$ cat src/rtl/serial_sub.sv
// -----------------------------------------------------------------------------
// serial_sub -- digit-serial subtractor / comparator
//
// Computes d0 - d1 - bIn one DIGIT-bit slice per clock, least significant slice
// first, with the borrow carried between slices in an internal register. All
// operands and control bits are captured when a request is accepted. The visible
// results change only when an operation completes, so partial differences are
// never exposed.
//
// Ports
//   clk       single clock, rising edge
//   rst       synchronous active-high reset (aborts any operation in flight)
//   start     request, accepted only while ready=1
//   d0, d1    minuend / subtrahend (WIDTH bits)
//   bIn       borrow-in
//   enable    result gate: dOut forced to zero when low
//   mode      0 = subtract (dOut valid), 1 = compare (dOut forced to zero)
//   ready     high while idle and able to accept a request
//   done      one-cycle pulse in the cycle the results update
//   dOut      difference, gated by enable and mode
//   bOut      borrow out of the most significant bit
//   zero      unmasked difference equals zero
//   overflow  two's-complement overflow of the subtraction
// -----------------------------------------------------------------------------
module serial_sub #(
    parameter int WIDTH = 8,
    parameter int DIGIT = 2
) (
    input  logic             clk,
    input  logic             rst,
    input  logic             start,
    input  logic [WIDTH-1:0] d0,
    input  logic [WIDTH-1:0] d1,
    input  logic             bIn,
    input  logic             enable,
    input  logic             mode,
    output logic             ready,
    output logic             done,
    output logic [WIDTH-1:0] dOut,
    output logic             bOut,
    output logic             zero,
    output logic             overflow
);

    localparam int STEPS = WIDTH / DIGIT;
    // A single-step configuration still needs a 1-bit counter.
    localparam int CNT_W = (STEPS > 1) ? $clog2(STEPS) : 1;
    localparam logic [CNT_W-1:0] LAST_STEP = CNT_W'(STEPS - 1);

    typedef enum logic [1:0] {
        IDLE = 2'd0,
        RUN  = 2'd1,
        DONE = 2'd2
    } state_t;

    state_t state_reg;
    state_t state_next;

    // Captured request
    logic [WIDTH-1:0] a_reg;
    logic [WIDTH-1:0] b_reg;
    logic             en_reg;
    logic             mode_reg;

    // Serial datapath state
    logic             borrow_reg;
    logic [CNT_W-1:0] step_reg;
    logic [DIGIT-1:0] res_reg [STEPS];

    // Visible results
    logic [WIDTH-1:0] dout_reg;
    logic             bout_reg;
    logic             zero_reg;
    logic             ovf_reg;

    // Combinational helpers
    logic [DIGIT-1:0] a_sl [STEPS];
    logic [DIGIT-1:0] b_sl [STEPS];
    logic [DIGIT-1:0] a_digit;
    logic [DIGIT-1:0] b_digit;
    logic [DIGIT:0]   digit_sum;
    logic [DIGIT-1:0] diff_digit;
    logic             borrow_next;
    logic [WIDTH-1:0] raw_next;
    logic             last_step;
    logic             accept;

    // Split the captured operands into slices, and assemble the full difference
    // as it will stand once the current slice is written. Only the value seen on
    // the last step is ever used, when every lower slice is already fresh.
    generate
        for (genvar gi = 0; gi < STEPS; gi++) begin : g_slice
            assign a_sl[gi] = a_reg[gi*DIGIT +: DIGIT];
            assign b_sl[gi] = b_reg[gi*DIGIT +: DIGIT];
            assign raw_next[gi*DIGIT +: DIGIT] =
                (step_reg == CNT_W'(gi)) ? diff_digit : res_reg[gi];
        end
    endgenerate

    always_comb begin
        a_digit     = a_sl[step_reg];
        b_digit     = b_sl[step_reg];
        // One extra bit catches the borrow: it is set whenever the slice
        // difference goes negative.
        digit_sum   = {1'b0, a_digit} - {1'b0, b_digit} - {{DIGIT{1'b0}}, borrow_reg};
        diff_digit  = digit_sum[DIGIT-1:0];
        borrow_next = digit_sum[DIGIT];
        last_step   = (step_reg == LAST_STEP);
        accept      = (state_reg == IDLE) && start;
    end

    always_comb begin
        state_next = state_reg;
        case (state_reg)
            IDLE:    if (start)     state_next = RUN;
            RUN:     if (last_step) state_next = DONE;
            DONE:                   state_next = IDLE;
            default:                state_next = IDLE;
        endcase
    end

    // Control and visible results
    always_ff @(posedge clk) begin
        if (rst) begin
            state_reg  <= IDLE;
            step_reg   <= '0;
            borrow_reg <= 1'b0;
            dout_reg   <= '0;
            bout_reg   <= 1'b0;
            zero_reg   <= 1'b0;
            ovf_reg    <= 1'b0;
        end else begin
            state_reg <= state_next;
            if (accept) begin
                step_reg   <= '0;
                borrow_reg <= bIn;
            end else if (state_reg == RUN) begin
                step_reg   <= step_reg + CNT_W'(1);
                borrow_reg <= borrow_next;
                if (last_step) begin
                    dout_reg <= (en_reg && !mode_reg) ? raw_next : '0;
                    bout_reg <= borrow_next;
                    zero_reg <= (raw_next == '0);
                    ovf_reg  <= (a_reg[WIDTH-1] ^ b_reg[WIDTH-1]) &
                                (raw_next[WIDTH-1] ^ a_reg[WIDTH-1]);
                end
            end
        end
    end

    // Operand capture and partial-difference storage; contents are only
    // meaningful inside an operation, so they carry no reset.
    always_ff @(posedge clk) begin
        if (accept) begin
            a_reg    <= d0;
            b_reg    <= d1;
            en_reg   <= enable;
            mode_reg <= mode;
        end
        if (state_reg == RUN) begin
            res_reg[step_reg] <= diff_digit;
        end
    end

    assign ready    = (state_reg == IDLE);
    assign done     = (state_reg == DONE);
    assign dOut     = dout_reg;
    assign bOut     = bout_reg;
    assign zero     = zero_reg;
    assign overflow = ovf_reg;

endmodule
$ cat config.mk
export PLATFORM = sky130hd
export DESIGN_NAME = serial_sub
export DESIGN_NICKNAME = d
export VERILOG_FILES = /design/src/rtl/serial_sub.sv
export SDC_FILE = /design/constraint.sdc
export NUM_CORES = 1
export LEC_CHECK = 0
export BUFFER_PORTS_ARGS = -buffer_cell sky130_fd_sc_hd__buf_2
export CELL_PAD_IN_SITES_DETAIL_PLACEMENT = 0
export CELL_PAD_IN_SITES_GLOBAL_PLACEMENT = 2
export CORE_MARGIN = 5
export CORE_UTILIZATION = 39
export CTS_CLUSTER_DIAMETER = 30
export DETAILED_ROUTE_END_ITERATION = 8
export PLACE_DENSITY_LB_ADDON = 0.3
export RECOVER_POWER = 100
export SETUP_SLACK_MARGIN = 0.5
export SLEW_MARGIN = 40
export SYNTH_ARGS = -nofsm -noshare
export SYNTH_HDL_FRONTEND = slang
export SYNTH_SLANG_ARGS = --single-unit
$ cat constraint.sdc
create_clock -name clk -period 5.6 [get_ports clk]
set_input_delay 0.84 -clock clk [delete_from_list [all_inputs] [get_ports clk]]
set_output_delay 0.84 -clock clk [all_outputs]
set_load 0.02 [all_outputs]
==> results_tabular.tex <==
\begin{tabular}{lr}
\hline
Metric & Value \\
\hline
\multicolumn{2}{l}{\textbf{STA}} \\
Worst rel slew slack & 30.3\% \\
Setup-violating endpoint count in the final report & 0 \\
Worst-Margin Slew & 1.05 ns \\
Peak clock frequency supported by timing & 316 MHz \\
Shortest period the worst path allows & 3.16 ns \\
RSZ-0062 raised after global routing & false \\
Skew final & 0.00796 ns \\
Pins Over Slew Limit & 0 \\
Hold Vio Cnt, Final & 0 \\
Ratio of final minimum period to clock period & 56.5\% \\
Final total negative setup slack & 0 ns \\
\multicolumn{2}{l}{\textbf{Clock network}} \\
Number of buffers inserted for hold repair after clock tree synthesis & 0 \\
Cells resized by post-CTS repair & 0 \\
Post-CTS setup buffer count & 0 \\
Clock tree root buffer cell & clkbuf\_8 \\
Number of buffers created by CTS & 5 \\
CTS max path bufs & 2 \\
Clock latency at the later pin of the worst-skew pair & 0.29 ns \\
CTS tree & built \\
Number of H-tree levels & 2 \\
Sinks on the clock net & 41 \\
Clock Pin Slew Worst Setup and Hold Paths & 0.07 ns \\
\multicolumn{2}{l}{\textbf{Global routing}} \\
Global-route congestion overflow total & 0 \\
Total Routing Usage GR & 11.3\% \\
Number of global-route vias before repair & 1,133 \\
Largest net degree at the start of global routing & 19 \\
Number of antenna violations at the first check in global routing & 0 \\
Wire length of the first global-routing pass & 5.39 mm \\
\multicolumn{2}{l}{\textbf{Detailed routing}} \\
Pre-antenna DRT Iters & 4 \\
Routed WL per cell & 14.0 um \\
Aggregate routed wire length & 3.22 mm \\
Starting DRC count in detailed routing & 73 \\
Count of nets left with antenna violations after detail routing & 0 \\
Vias after detailed routing & 1,127 \\
Remaining routing DRC violations & 0 \\
Average via count per standard cell & 4.90 \\
\multicolumn{2}{l}{\textbf{Setup path}} \\
Logic depth of the worst register-to-register path & 6 \\
Flop2flop setup slack & 2.44 ns \\
Worst-path cell chain & mux4\_2 -> fa\_1 -> fa\_1 -> nor2b\_4 -> or4b\_4 -> a311oi\_1 \\
Setup Crit Path Kind & register to register \\
Worst Setup End Kind & register \\
Largest delay share family, worst path & adder cells \\
Number of buffers and inverters on the critical path & 0 \\
Most prevalent standard cell on the critical path & fa\_1 \\
Startpoint types & register \\
Critical path required time & 5.80 ns \\
Arrival time worst endpoint & 3.36 ns \\
Max FO, Critical Path & 8 \\
Cell with the largest stage delay on the worst path & fa\_1 \\
Startpoint of the worst-slack reg-to-reg timing path & step\_reg[0] \\
R2R Path End & overflow \\
Critical Path Max Stage Delay & 0.69 ns \\
\multicolumn{2}{l}{\textbf{Floorplan}} \\
Initial core utilization & 40.9\% \\
Count of boundary I/O pins & 35 \\
Core footprint & 4410 um\^{}2 \\
Die width & 78.0 um \\
Area enclosed by the die boundary & 6090 um\^{}2 \\
Floorplan die height & 78.0 um \\
Number of core rows & 24 \\
\multicolumn{2}{l}{\textbf{Synth}} \\
Post-synthesis share of cell area spent on full adders, half adders and majority gates & 4.99\% \\
Area share of the largest cell type after synthesis & 41.6\% \\
Syn Nets & 171 \\
Register area share after synthesis & 59.4\% \\
Biggest area contributors in the synthesized netlist & edfxtp\_1 42\%, dfxtp\_1 18\%, mux4\_2 5.0\% \\
Avg Inst Size Synth & 12.6 um\^{}2 \\
Post-synthesis share of cell area spent on and, or, nand and nor gates & 17.3\% \\
Commonest register cell after synthesis & edfxtp\_1 \\
Compound-gate portion of the synthesized area & 8.81\% \\
\#FFs+latches synth & 41 \\
Leading cell types by count after synthesis & 25 x edfxtp\_1, 16 x dfxtp\_1, 14 x nor2b\_1 \\
Netlist Area Pre-Place & 1800 um\^{}2 \\
Dominant cell by count in the synthesized netlist & edfxtp\_1 \\
Number of warnings issued by yosys & 0 \\
Number of flops mapped to enable cells by yosys & 25 \\
Cell count after synthesis & 143 \\
Post-synthesis mux area share & 6.10\% \\
Fraction of registers with async set/reset & 0\% \\
Post-synthesis cell type with the largest combined area & edfxtp\_1 \\
Xor and xnor area share after synthesis & 0\% \\
Largest family of logic cells by synthesized area & simple AND/OR/NAND/NOR gates \\
Count of distinct cell types in the synthesized netlist & 37 \\
\multicolumn{2}{l}{\textbf{Run}} \\
Count of max-cap constraint violations & 0 \\
\multicolumn{2}{l}{\textbf{Placement}} \\
Port buffer count & 34 \\
Detail Placement HPWL & 2.35 mm \\
Final estimated routing congestion in global placement & 0.788 \\
\multicolumn{2}{l}{\textbf{Hold path}} \\
Instance count along the most critical hold path & 2 \\
Path category of the worst min-delay check & register to register \\
Hold Startpoint & dOut[3] \\
Worst hold endpoint & dOut[3] \\
\multicolumn{2}{l}{\textbf{Final layout}} \\
\# fillers & 427 \\
Share of final-layout standard cells stronger than drive strength 1 & 19.1\% \\
Layout Area Growth over Synthesis & 13.4\% \\
Net count of the finished layout & 205 \\
Post-layout util & 46.3\% \\
Antenna Cells & 0 \\
\multicolumn{2}{l}{\textbf{Power}} \\
Pwr Density & 290 nW/um\^{}2 \\
Leakage power summed over all cells & 0.000721 uW \\
Maximum resistive drop on vdd & 0.000168 V \\
\multicolumn{2}{l}{\textbf{Status}} \\
Outcome & completed \\
\hline
\end{tabular}
==> metrics by stage <==
step	power (uW)	instances	hold slack, ns	cell area [um^2]	setup slack [ns]
after floorplan	400	143	0.497	1800	2.44
after global placement	420	222	0.436	2010	2.45
after detailed placement	421	222	0.441	2010	2.42
after CTS	601	230	0.451	2090	2.42
after global routing	625	230	0.469	2050	2.27
final	593	230	0.451	2050	2.44
==> logic make-up (layout without fill, tap and decap cells) <==
| kind of cell | after synthesis | count (layout) |
|---|---|---|
| flip-flops | 41 | 41 |
| AND/OR/NAND/NOR | 52 | 52 |
| buffers and inverters | 15 | 50 |
| adder cells (fa/ha/maj) | 6 | 6 |
| multiplexers | 6 | 6 |
| AO/OA/AOI/OAI | 23 | 23 |
==> layout by cell type (no fill, tap or decap), types with 2 or more instances in the layout <==
master    count
edfxtp_1     25
buf_2        19
clkbuf_1     18
dfxtp_1      16
nor2b_1      14
nand2_1      11
a21oi_1      10
nor2_1        8
inv_1         8
o211ai_1      5
clkbuf_8      5
mux4_2        4
and2_0        4
ha_1          4
nor3_1        3
nand3b_1      2
mux2i_1       2
and2b_2       2
fa_1          2
==> final cells by class <==
cell class / count / area, um^2 / area share (%)
flip-flops and latches: 41 / 1070 / 52.4
clock buffers: 8 / 80.1 / 3.91
multi-input cells: 87 / 648 / 31.7
well taps: 52 / 65.1 / 3.18
repair buffers: 34 / 151 / 7.40
inverters: 8 / 30.0 / 1.47
==> where the power goes <==
part           internal, uW  leakage (uW)  switching (uW)
logic                  29.1      0.000316            37.3
registers               339      0.000365            7.35
clock network          88.5     0.0000395            91.8
==> tightest hold or removal path: stages (launching register included) <==
cell and delay (ns):
dfxtp_1 0.31, nand2_1 0.05, a21oi_1 0.05
==> metal layers <==
layer  wire length (um)  up-vias  GRT usage [%]
met1               1470      518           13.6
li1                   -      574              -
met3                199        5           3.66
met2               1510       30           18.7
met5                  0        -              0
met4                 44        0           4.56
==> how the worst max path moves through the flow <==
stage / from / end / slack [ns] / depth (start not counted)
final: step_reg[0] / overflow / 2.44 / 6
after global routing: step_reg[0] / overflow / 2.27 / 6
after CTS: step_reg[0] / overflow / 2.42 / 6
after detailed placement: step_reg[0] / overflow / 2.42 / 6
after global placement: step_reg[0] / overflow / 2.45 / 6
after floorplan: step_reg[0] / overflow / 2.44 / 7
(Power assumes the default switching activity.)
